### src/rtl/scan_decoder.sv
// Registered one-hot line decoder with valid/ready handshake and an optional
// dwell-timed scan mode, compiled in by defining SCAN_DECODER_SCAN_EN.
module scan_decoder #(
  parameter int unsigned SEL_W   = 3,
  parameter int unsigned DWELL_W = 8
) (
  input  logic                  clk,
  input  logic                  rst_n,
  input  logic                  en,
  input  logic                  mode,
  input  logic                  in_valid,
  output logic                  in_ready,
  input  logic [SEL_W-1:0]      in_sel,
  input  logic [DWELL_W-1:0]    dwell,
  output logic [2**SEL_W-1:0]   out,
  output logic                  out_valid,
  input  logic                  out_ready,
  output logic                  wrap
);

  localparam int unsigned OUT_W = 2**SEL_W;
  localparam logic [OUT_W-1:0] ONE = OUT_W'(1);

  typedef enum logic [1:0] {IDLE, EMPTY, FULL, SCAN} state_t;

  state_t             state, state_n;
  logic [OUT_W-1:0]   out_n;
  logic               out_valid_n;
  logic               wrap_n;
  logic               scan_req;
  logic [OUT_W-1:0]   sel_hot;

  assign sel_hot = ONE << in_sel;

`ifdef SCAN_DECODER_SCAN_EN
  logic [SEL_W-1:0]   idx, idx_n;
  logic [DWELL_W-1:0] cnt, cnt_n;
  logic [DWELL_W-1:0] cnt_last;
  // Marks the first cycle idx sits at 0 after wrapping; wrap is its registered copy
  // so the pulse lines up with the cycle out first shows bit 0.
  logic               wrp, wrp_n;

  assign scan_req = mode;
  assign cnt_last = (dwell == '0) ? '0 : dwell - DWELL_W'(1);
`else
  logic unused_cfg;

  assign scan_req   = 1'b0;
  assign unused_cfg = ^{mode, dwell};
`endif

  assign in_ready = en && !scan_req &&
                    ((state == EMPTY) || ((state == FULL) && out_ready));

  always_comb begin
    state_n     = state;
    out_n       = out;
    out_valid_n = out_valid;
    wrap_n      = 1'b0;
`ifdef SCAN_DECODER_SCAN_EN
    idx_n       = '0;
    cnt_n       = '0;
    wrp_n       = 1'b0;
`endif
    if (!en) begin
      state_n     = IDLE;
      out_n       = '0;
      out_valid_n = 1'b0;
    end else begin
      case (state)
        IDLE: begin
          state_n     = scan_req ? SCAN : EMPTY;
          out_n       = '0;
          out_valid_n = 1'b0;
        end
        EMPTY, FULL: begin
          if (scan_req) begin
            state_n     = SCAN;
            out_n       = '0;
            out_valid_n = 1'b0;
          end else if ((state == EMPTY) || out_ready) begin
            if (in_valid) begin
              state_n     = FULL;
              out_n       = sel_hot;
              out_valid_n = 1'b1;
            end else begin
              state_n     = EMPTY;
              out_n       = '0;
              out_valid_n = 1'b0;
            end
          end
        end
`ifdef SCAN_DECODER_SCAN_EN
        SCAN: begin
          if (!scan_req) begin
            state_n     = EMPTY;
            out_n       = '0;
            out_valid_n = 1'b0;
          end else begin
            out_n       = ONE << idx;
            out_valid_n = 1'b1;
            wrap_n      = wrp;
            // >= so a shrinking dwell never strands the counter above the new limit.
            if (cnt >= cnt_last) begin
              cnt_n = '0;
              idx_n = idx + SEL_W'(1);
              wrp_n = (idx == '1);
            end else begin
              cnt_n = cnt + DWELL_W'(1);
              idx_n = idx;
            end
          end
        end
`endif
        default: begin
          state_n     = IDLE;
          out_n       = '0;
          out_valid_n = 1'b0;
        end
      endcase
    end
  end

  always_ff @(posedge clk or negedge rst_n) begin
    if (!rst_n) begin
      state     <= IDLE;
      out       <= '0;
      out_valid <= 1'b0;
      wrap      <= 1'b0;
    end else begin
      state     <= state_n;
      out       <= out_n;
      out_valid <= out_valid_n;
      wrap      <= wrap_n;
    end
  end

`ifdef SCAN_DECODER_SCAN_EN
  always_ff @(posedge clk or negedge rst_n) begin
    if (!rst_n) begin
      idx <= '0;
      cnt <= '0;
      wrp <= 1'b0;
    end else begin
      idx <= idx_n;
      cnt <= cnt_n;
      wrp <= wrp_n;
    end
  end
`endif

endmodule

### config.mk
export PLATFORM = sky130hd
export DESIGN_NAME = scan_decoder
export DESIGN_NICKNAME = d
export VERILOG_FILES = /design/src/rtl/scan_decoder.sv
export SDC_FILE = /design/constraint.sdc
export NUM_CORES = 1
export LEC_CHECK = 0
export BUFFER_PORTS_ARGS = -buffer_cell sky130_fd_sc_hd__buf_2
export CAP_MARGIN = 20
export CORE_AREA = 10 10 47 49
export DETAILED_ROUTE_END_ITERATION = 12
export DIE_AREA = 0 0 57 59
export PLACE_DENSITY_LB_ADDON = 0.1
export SYNTH_ARGS = -nofsm -noshare
export SYNTH_HDL_FRONTEND = slang
export SYNTH_SLANG_ARGS = --single-unit
export TNS_END_PERCENT = 50
### constraint.sdc
create_clock -name clk -period 1.9 [get_ports clk]
set_input_delay 0.38 -clock clk [delete_from_list [all_inputs] [get_ports clk]]
set_output_delay 0.38 -clock clk [all_outputs]
set_load 0.02 [all_outputs]
# Word level (Yosys, flattened, before mapping)
# Index checks and enable logic that the tools add are counted.
# op_classes
muxes	12
n_shift	1
n_reduce_logical	6
eq_ne	3
# ops
operator	count
two-way mux 8 bit	4
<< shifter 1 x 3 -> 8 bit, first input constant	1
two-way mux 2 bit	3
two-way mux 1 bit	4
case mux 2 bit (2 select lines)	1
!= test 3 bit, second input constant	1
== test 2 x 1 -> 1 bit, second input constant	1
== test 2 bit, second input constant	1
logical AND 1 bit	2
logical NOT 2 bit	1
logical OR 1 bit	2
OR reduction 2 bit	1
# totals
output_inout_bits	11
register_bits	11
inputBits	17
word_cells	25

# Longest topological paths before layout
# Gate-level depths: netlist of the first run.
# logic_depth
ltp_word	5
ltp_mapped	6

# Least setup slack after synthesis of the first run
# Ideal clock, no wire load.
# synth_path
path_type	register to register
startpoint	register, netlist name out_valid
endpoint	register state[0]
t_required_ns	1.796
synth_period_minus_slack_ns	1.561
setup_time_ns	0.104
n_path_buf	1
path_stages_with_launch	6
slack_ns	0.339
arrival_time_ns	1.457
path_cell_list	dfrtp_1 inv_1 ha_1 nor4bb_4 buf_6 o41ai_2
# synth_lines
element	line	source
end signal, assigned	131	state <= state_n;
end, declared	26	state_t state, state_n;

==> metrics.txt, run 1 <==
status=complete, no violations; Synth Register Bits=10; Bufs on Longest Clock Path=2; Layout area overhead=23.7%; Global Route Usage Sum=7.90%; Internal=approximately 350 uW; antenna viol nets, final=0; top cells by count, synth=dfrtp_1 (10), inv_1 (5), nor2_1 (5), a22o_1 (4), ha_1 (4); Peak VDD IR=between 0.0003 and 0.0004 V; post-synth top area share=about 47%; # DRC=0; setup violators final=0; htree depth=1; combinational power share=between 20% and 30%; worst hold stages=2; Slowest cell on crit path=dfrtp_1; drt first pass iters=4; TritonCTS buffer count=3; RSZ-0062 raised after global routing=no; Top FF cell, synth=dfrtp_1; startpoint class of the critical path=flop; Vias=roughly 440; CP Buf/Inv Count=2; Synth area leader=dfrtp_1; Synth warnings=0; Die Y=just under 60 um; IO Pins=28; Core Region=between 1000 and 1500 sq um; Worst Path Max Fanout=4; critical path data arrival time=approximately 1400 ps; Net Switching=about 160 uW; Setup Skew=between 2 and 2.5 ps; crit end category=output pin; vias in the first global route=440; critical path type=reg2out; sequential area share after synthesis=46.8%; Root Buffer=clkbuf_4; later-pin clock latency in the skew report=260 ps; Net Sw Frac=roughly 31%; Pins Over Slew Limit=0; Distinct cells, synth=20; initial drt markers=15; Fin. Hold Viols=0; Reg power frac=a little under half; Die W=about 57 um; crit-path max cell delay=between 400 and 500 ps; grt total ovfl=0; Mapped Nets=69; PD cells=between 700 and 800 nW/um^2; Sink Count=10; Avg Cell Area, Syn=between 10 and 15 sq um; Pleak=roughly 0.00036 uW; WL final=around 1300 um; top cells by area, synth=dfrtp_1 (47%), ha_1 (9.4%), a22o_1 (6.6%); crit share post-route=91.4%; Hold Path Origin=in_sel[1]; maximum clock rate=0.576 GHz; first-pass GRT wire length=about 2100 um; Critical R2R Capture=out[7]$_DFFE_PN0P_; CTS tree=built; reg2reg setup slack=roughly 280 ps; worst hold-check path type=in2reg; Fin Hold WS=around 340 ps; Worst-path clk slew=~60 ps; n_diodes=0; ys async rst share=100%; FF-to-FF path depth=6; # resized after CTS=0; share of post-route cells with drive strength above 1=between 30% and 40%; largest net degree at the start of global routing=11; nets=91; Tmin final=1740 ps; Total Neg Setup Slack=0 ps; Site Rows=14; Wirelength per Cell=around 15 um; Crit path max-delay family=flip-flops; start of the worst register-to-register path=out_valid$_DFFE_PN0P_; number of synthesized flops with an enable pin=0; initial antenna violation count=0; vias per cell=between 5 and 6; placer congestion estimate=a little over 0.7; Max-cap violations=0; Synth Instances=between 40 and 50; WP data required=approximately 1500 ps; Starting Density=between 30% and 40%; WHS Endpoint=out[5]$_DFFE_PN0P_; power share of the clock group=28.3%; DIE AREA=between 3000 and 4000 sq um; Synth Cell Area=534 sq um; cells along the critical path=inv_1 > ha_1 > a21oi_1 > nor2_1 > buf_2; most frequent cell after synthesis=dfrtp_1; Port Buffers=17
power by group through the flow:
stage          combinational (uW)  clock, uW  sequential, uW
2_1_floorplan                89.6          0             239
3_3_place_gp                  131          0             235
3_5_place_dp                  130          0             235
4_1_cts                       132        148             231
5_1_grt                       146        155             233
6_report                      130        143             231
layer usage:
metal  up-vias  track usage, %  share of wire, %
met2        20            13.2                50
met4         0            3.02                 0
li1        210               -                 -
met1       208            8.30                40
met3         0            4.08               9.7
met5         -               0                 0
through the flow:
step	setup WS, ps	std cells	util (%)	instance area, sq um	power, uW
after detailed placement	271	80	44.8	628	365
final	163	84	47.1	661	504
after CTS	143	84	47.1	661	511
after global placement	291	80	44.8	628	366
after global routing	55.3	84	47.1	661	535
after floorplan	339	48	-	534	328
final cells by class:
cell class              count  area [sq um]
clock buffers               3          22.5
fillers                   144           741
inverters                   5          18.8
multi-input cells          31           246
flip-flops and latches     10           250
well taps                  16          20.0
repair buffers             19           103
what timing repair did:
item	4_1_cts	5_1_grt
hold endpoints to repair	10	0
hold buffers	1	0
setup buffers	0	0
endpoints found under the setup margin	0	0
worst register-to-register path, cell delays in order, from the launching register on:
cell	delay, ps
dfrtp_1	390
inv_1	100
ha_1	340
nor4bb_4	360
buf_4	210
nand2_1	60
o31ai_1	60
layout by cell type (no fill, tap or decap), types with 2 or more instances in the layout:
cell / synthesis / layout
o31ai_1: 2 / 2
dfrtp_1: 10 / 10
nor2_1: 5 / 5
a22o_1: 4 / 4
ha_1: 4 / 4
a32o_1: 2 / 2
nand2_1: 3 / 3
buf_2: 0 / 17
a21oi_1: 2 / 2
clkbuf_4: 0 / 3
inv_1: 5 / 5
how the worst max path moves through the flow:
stage                               start              endpoint  cells past startpoint
finish              out_valid$_DFFE_PN0P_              in_ready                      5
global route        out_valid$_DFFE_PN0P_              in_ready                      5
CTS                 out_valid$_DFFE_PN0P_              in_ready                      5
detailed placement  out_valid$_DFFE_PN0P_    out[5]$_DFFE_PN0P_                      6
global placement    out_valid$_DFFE_PN0P_    out[7]$_DFFE_PN0P_                      6
floorplan           out_valid$_DFFE_PN0P_  state[0]$_DFFE_PN0P_                      5
registers in the layout, summed over array words and instances (netlist names):
| register | count |
|---|---|
| out | 8 |
| state | 1 |
| out_valid | 1 |
cells by family (layout without fill, tap and decap cells):
group	count (synthesis)	count (layout)	share of synthesized area, %
AOI/OAI and AO/OA	12	12	19.4
adders and majority gates	4	4	9.37
buffers and inverters	7	27	7.03
DFF	10	10	46.8
muxes	1	1	1.87
other	1	1	0.702
and+or+nand+nor	13	13	14.8
No activity file was read; power rests on OpenSTA's default activity.
==> inputs of run 2 (changes only) <==
--- a/config.mk
+++ b/config.mk
@@ -11,6 +11,7 @@
 export DETAILED_ROUTE_END_ITERATION = 12
 export DIE_AREA = 0 0 57 59
 export PLACE_DENSITY_LB_ADDON = 0.1
+export RECOVER_POWER = 50
 export SYNTH_ARGS = -nofsm -noshare
 export SYNTH_HDL_FRONTEND = slang
 export SYNTH_SLANG_ARGS = --single-unit
==> run 2 against run 1 <==
Utilization fell by 0.54 points. Clock power barely moved. Register-to-register slack barely moved. Wire length rose by 0.38%. Total power fell by 0.13%. Cell count did not move. Via count rose by 0.46%. Sequential cell count did not move. Critical path type unchanged. Largest cell class unchanged.
==> metrics.txt, run 2 (same netlist as run 1, synthesis figures left out) <==
WL final=1310 um; placer congestion estimate=0.727; Vias=between 400 and 500; Global Route Usage Sum=between 7 and 8%; maximum clock rate=0.576 GHz; RSZ-0062 raised after global routing=no; Internal=roughly 350 uW; Max-cap violations=0; Setup Skew=between 2 and 2.5 ps; worst hold stages=2; Core Region=1400 sq um; first-pass GRT wire length=2110 um; worst hold-check path type=in2reg; Hold Path Origin=in_sel[1]; pre-CTS WS=~270 ps; dpl cell area=about 630 sq um; combinational power share=roughly 26%; Register Area=250 sq um; grt total ovfl=0; Net Sw Frac=just over 30%; FF-to-FF path depth=6; largest net degree at the start of global routing=11; Setup WS post-layout=163 ps; cell area after layout=roughly 650 sq um; n_diodes=0; Root Buffer=clkbuf_4; Layout area overhead=22.2%; Worst-path clk slew=~60 ps; Die W=~57 um; critical path data arrival time=1360 ps; Reg with most FFs=out; setup violators final=0; critical path type=reg2out; crit share post-route=between 90% and 100%; max FFs per register=8; Layout fillers=~150; crit end category=output pin; # resized after CTS=0; Site Rows=14; IO Pins=28; reg2reg setup slack=280 ps; TritonCTS buffer count=3; Reg power frac=46.0%; Slew HR=about three fifths; commonest non-fill, non-tap cells in the layout=buf_2 (11), dfrtp_1 (10), clkbuf_1 (6); Slowest cell on crit path=dfrtp_1; vias per cell=roughly 5.2; status=complete, no violations; startpoint class of the critical path=flop; commonest non-fill, non-tap cell in the layout=buf_2; drt first pass iters=4; Least-Margin Pin Slew=roughly 580 ps; Bufs on Longest Clock Path=2; Total Neg Setup Slack=0 ps; DIE AREA=between 3000 and 4000 sq um; vias in the first global route=440; # hold bufs at CTS=1; later-pin clock latency in the skew report=roughly 260 ps; Pins Over Slew Limit=0; Fin. Hold Viols=0; Wirelength per Cell=15.5 um; # DRC=0; cells along the critical path=inv_1 > ha_1 > a21oi_1 > nor2_1 > buf_2; initial antenna violation count=0; WHS Endpoint=out[5]$_DFFE_PN0P_; Post-CTS Setup Repair Bufs=0; htree depth=1; nets=between 90 and 100; share of post-route cells with drive strength above 1=25.0%; Peak VDD IR=between 0.0003 and 0.0004 V; start of the worst register-to-register path=out_valid$_DFFE_PN0P_; antenna viol nets, final=0; CTS tree=built; Starting Density=approximately two fifths; Port Buffers=17; WP data required=around 1500 ps; Sink Count=10; largest registers=out: 8 flops, out_valid: 1 flops, state: 1 flops; initial drt markers=15; crit-path max cell delay=roughly 410 ps; Critical R2R Capture=out[7]$_DFFE_PN0P_; Worst Path Max Fanout=4; area of the multi-input gates=approximately 250 sq um; Die Y=59 um; power share of the clock group=~28%; Tmin final=approximately 1700 ps; Pleak=roughly 0.00034 uW; PD cells=between 700 and 800 nW/um^2; Net Switching=between 150 and 200 uW
[run 2: worst max path at each step]
| stage | cells past startpoint | endpoint | startpoint | slack [ps] |
|---|---|---|---|---|
| final | 5 | in_ready | out_valid$_DFFE_PN0P_ | 160 |
| after detailed placement | 6 | out[5]$_DFFE_PN0P_ | out_valid$_DFFE_PN0P_ | 270 |
| after floorplan | 5 | state[0]$_DFFE_PN0P_ | out_valid$_DFFE_PN0P_ | 340 |
| after CTS | 5 | in_ready | out_valid$_DFFE_PN0P_ | 140 |
| after global placement | 6 | out[7]$_DFFE_PN0P_ | out_valid$_DFFE_PN0P_ | 290 |
| after global routing | 5 | in_ready | out_valid$_DFFE_PN0P_ | 60 |
[run 2: area by class of cell]
cell class              instances  area share [%]
clock buffers                   3            3.45
inverters                       5            2.87
multi-input cells              31            37.7
flip-flops and latches         10            38.3
well taps                      16            3.07
repair buffers                 19            14.6
[run 2: power groups by stage]
| stage | sequential, uW | clock (uW) | combinational [uW] |
|---|---|---|---|
| after global routing | 233 | 155 | 145 |
| final | 231 | 143 | 129 |
| after floorplan | 239 | 0 | 89.6 |
| after detailed placement | 235 | 0 | 130 |
| after CTS | 231 | 148 | 132 |
| after global placement | 235 | 0 | 131 |
[run 2: worst max-delay path: cells and delay by family, from the launching register on]
family          cells  cell delay [ps]
buf+inv             2              280
fa+ha+maj           1              270
flops               1              410
compound gates      1               60
simple gates        1               80
[run 2: metrics by stage]
step	util (%)	hold slack (ps)	instances	total power (uW)
5_1_grt	46.6	359	84	534
4_1_cts	47.1	336	84	511
3_5_place_dp	44.8	256	80	365
3_3_place_gp	44.8	254	80	366
2_1_floorplan	-	84.4	48	328
6_report	46.6	342	84	503
[run 2: metal layers]
| metal | global-route usage [%] | up-vias | part of all wire [%] |
|---|---|---|---|
| li1 | - | 210 | - |
| met1 | 8.30 | 210 | 40 |
| met2 | 13.2 | 20 | 50 |
| met3 | 4.08 | 0 | 9.4 |
| met4 | 3.02 | 0 | 0 |
| met5 | 0 | - | 0 |
==> inputs of run 3 (changes only) <==
--- a/config.mk
+++ b/config.mk
@@ -5,11 +5,12 @@
 export SDC_FILE = /design/constraint.sdc
 export NUM_CORES = 1
 export LEC_CHECK = 0
+export ABC_AREA = 1
 export BUFFER_PORTS_ARGS = -buffer_cell sky130_fd_sc_hd__buf_2
 export CAP_MARGIN = 20
-export CORE_AREA = 10 10 47 49
+export CORE_MARGIN = 10
+export CORE_UTILIZATION = 43
 export DETAILED_ROUTE_END_ITERATION = 12
-export DIE_AREA = 0 0 57 59
 export PLACE_DENSITY_LB_ADDON = 0.1
 export RECOVER_POWER = 50
 export SYNTH_ARGS = -nofsm -noshare
==> run 3 against run 2 <==
Largest power group unchanged. Clock power is 36% higher. Combinational power increased by 36%. Wire length fell by 4.7%. Highest routed layer is now met4.
==> metrics.txt, run 3 <==
Vias=between 500 and 600; DIE AREA=approximately 3200 sq um; RSZ-0062 raised after global routing=no; Top FF cell, synth=dfrtp_1; Synth Register Bits=10; n_diodes=0; Layout area overhead=21.3%; post-DP HPWL=approximately 980 um; Crit. Startpoint=out_valid$_DFFE_PN0P_; Least-Margin Pin Slew=approximately 530 ps; Reg with most FFs=out; commonest non-fill, non-tap cell in the layout=nand2_1; Synth area leader=dfrtp_1; cell area after layout=706 sq um; post-synth top area share=43.0%; later-pin clock latency in the skew report=approximately 270 ps; crit-path max cell delay=~390 ps; share of post-route cells with drive strength above 1=about a fifth; Net Sw Frac=between 30% and 40%; Global Route Usage Sum=approximately 8.8%; Internal=approximately 400 uW; Starting Density=a little under half; Slowest cell on crit path=dfrtp_1; CP Buf/Inv Count=2; htree depth=1; start of the worst register-to-register path=out_valid$_DFFE_PN0P_; Slew HR=around 65%; cells along the critical path=inv_1 > ha_1 > a21oi_1 > nor2_1 > buf_2; top cells by count, synth=nand2_1 (27), dfrtp_1 (10), nor2_1 (10), inv_1 (9), nand3_1 (9); maximum clock rate=around 0.6 GHz; Die Y=56.8 um; Root Buffer=clkbuf_4; placer congestion estimate=0.804; Pins Over Slew Limit=0; antenna viol nets, final=0; critical path data arrival time=around 1300 ps; worst hold-check path type=in2reg; Worst-path clk slew=roughly 70 ps; Peak VDD IR=0.000518 V; IO Pins=28; initial antenna violation count=0; Site Rows=13; Avg Cell Area, Syn=7.46 sq um; vias per cell=between 4 and 5; largest net degree at the start of global routing=13; WP data required=1520 ps; Pleak=about 0.00043 uW; Post-CTS Setup Repair Bufs=0; sequential area share after synthesis=between 40% and 50%; top cells by area, synth=dfrtp_1 (43%), nand2_1 (17%), ha_1 (8.6%); Total Neg Setup Slack=0 ps; Mapped Nets=99; grt total ovfl=0; Worst Path Max Fanout=4; Wirelength per Cell=~11 um; # DRC=0; Synth Instances=78; WL final=about 1200 um; setup violators final=0; Distinct cells, synth=15; largest registers=out: 8 flops, out_valid: 1 flops, state: 1 flops; Setup Skew=2.62 ps; power share of the clock group=a little under a third; Crit path max-delay family=flip-flops; Sink Count=10; Tmin final=approximately 1700 ps; CTS tree=built; Max-cap violations=0; critical path type=reg2out; Fin. Hold Viols=0; PD cells=a little under 900 nW/um^2; FF-to-FF path depth=8; ys async rst share=100%; Reg power frac=about two fifths; # hold bufs at CTS=1; Port Buffers=17; TritonCTS buffer count=3; Die W=between 50 and 60 um; Worst path depth=5; dpl cell area=about 670 sq um; number of synthesized flops with an enable pin=0; commonest non-fill, non-tap cells in the layout=nand2_1 (27), buf_2 (11), nor2_1 (10), dfrtp_1 (10); Synth warnings=0; crit end category=output pin; most frequent cell after synthesis=nand2_1; nets=120; Synth Cell Area=between 500 and 600 sq um; vias in the first global route=approximately 560; Pwr Total=between 600 and 700 uW; combinational power share=between 20% and 30%; Bufs on Longest Clock Path=2; Worst Setup EP=in_ready; Net Switching=209 uW; status=complete, no violations; startpoint class of the critical path=flop; max FFs per register=8; initial drt markers=12; share of the core filled with cells=between 50% and 60%; # resized after CTS=0; reg2reg setup slack=a little over 400 ps; drt first pass iters=3; first-pass GRT wire length=roughly 2300 um; Core Region=1280 sq um; Critical R2R Capture=out[7]$_DFFE_PN0P_; crit share post-route=between 80% and 90%
## run 3: power groups by stage
stage          Sequential (uW)  Clock, uW  Combinational (uW)
3_5_place_dp               246          0                 179
2_1_floorplan              254          0                 126
5_1_grt                    244        212                 206
4_1_cts                    241        199                 181
3_3_place_gp               245          0                 175
6_report                   241        195                 176
## run 3: worst reg2reg max path, cell delays in order, from the launching register on
cell and delay, ps:
dfrtp_1 390, inv_1 100, ha_1 340, nand2_1 70
inv_1 40, nand2_2 190, inv_2 130, nand2_1 80
nand2_1 50
## run 3: worst min-delay path by stage
stage | from | end | slack (ps) | cells after the start
global route | in_sel[2] | out[2]$_DFFE_PN0P_ | 470 | 4
detailed placement | rst_n | out[0]$_DFFE_PN0P_ | 260 | 1
global placement | rst_n | out[3]$_DFFE_PN0P_ | 250 | 1
finish | in_sel[2] | out[0]$_DFFE_PN0P_ | 420 | 4
CTS | in_sel[2] | out[0]$_DFFE_PN0P_ | 420 | 4
floorplan | rst_n | out[0]$_DFFE_PN0P_ | 80 | 0
## run 3: metal layers
layer / track usage, % / part of all wire [%]
met2: 13.8 / 45
met4: 6.04 / 3.3
met5: 0 / 0
met3: 3.60 / 8.9
met1: 9.33 / 43
## run 3: kinds of logic after synthesis
| group | after synthesis | synth area share (%) |
|---|---|---|
| compound gates | 2 | 2.37 |
| fa+ha+maj | 4 | 8.60 |
| buf+inv | 12 | 9.68 |
| flops | 10 | 43.0 |
| other cells | 1 | 0.645 |
| simple gates | 49 | 35.7 |
## run 3: final cells by class
type / count / area (sq um)
repair buffers: 18 / 87.6
multi-input cells: 56 / 275
flip-flops and latches: 10 / 250
inverters: 10 / 37.5
clock buffers: 4 / 36.3
fillers: 129 / 579
well taps: 15 / 18.8
## run 3: metrics by stage
stage / hold WS (ps) / setup WS [ps] / instances
6_report: 419 / 204 / 113
3_3_place_gp: 254 / 407 / 108
2_1_floorplan: 84.4 / 413 / 78
4_1_cts: 421 / 195 / 113
3_5_place_dp: 256 / 390 / 108
5_1_grt: 470 / 88.6 / 113
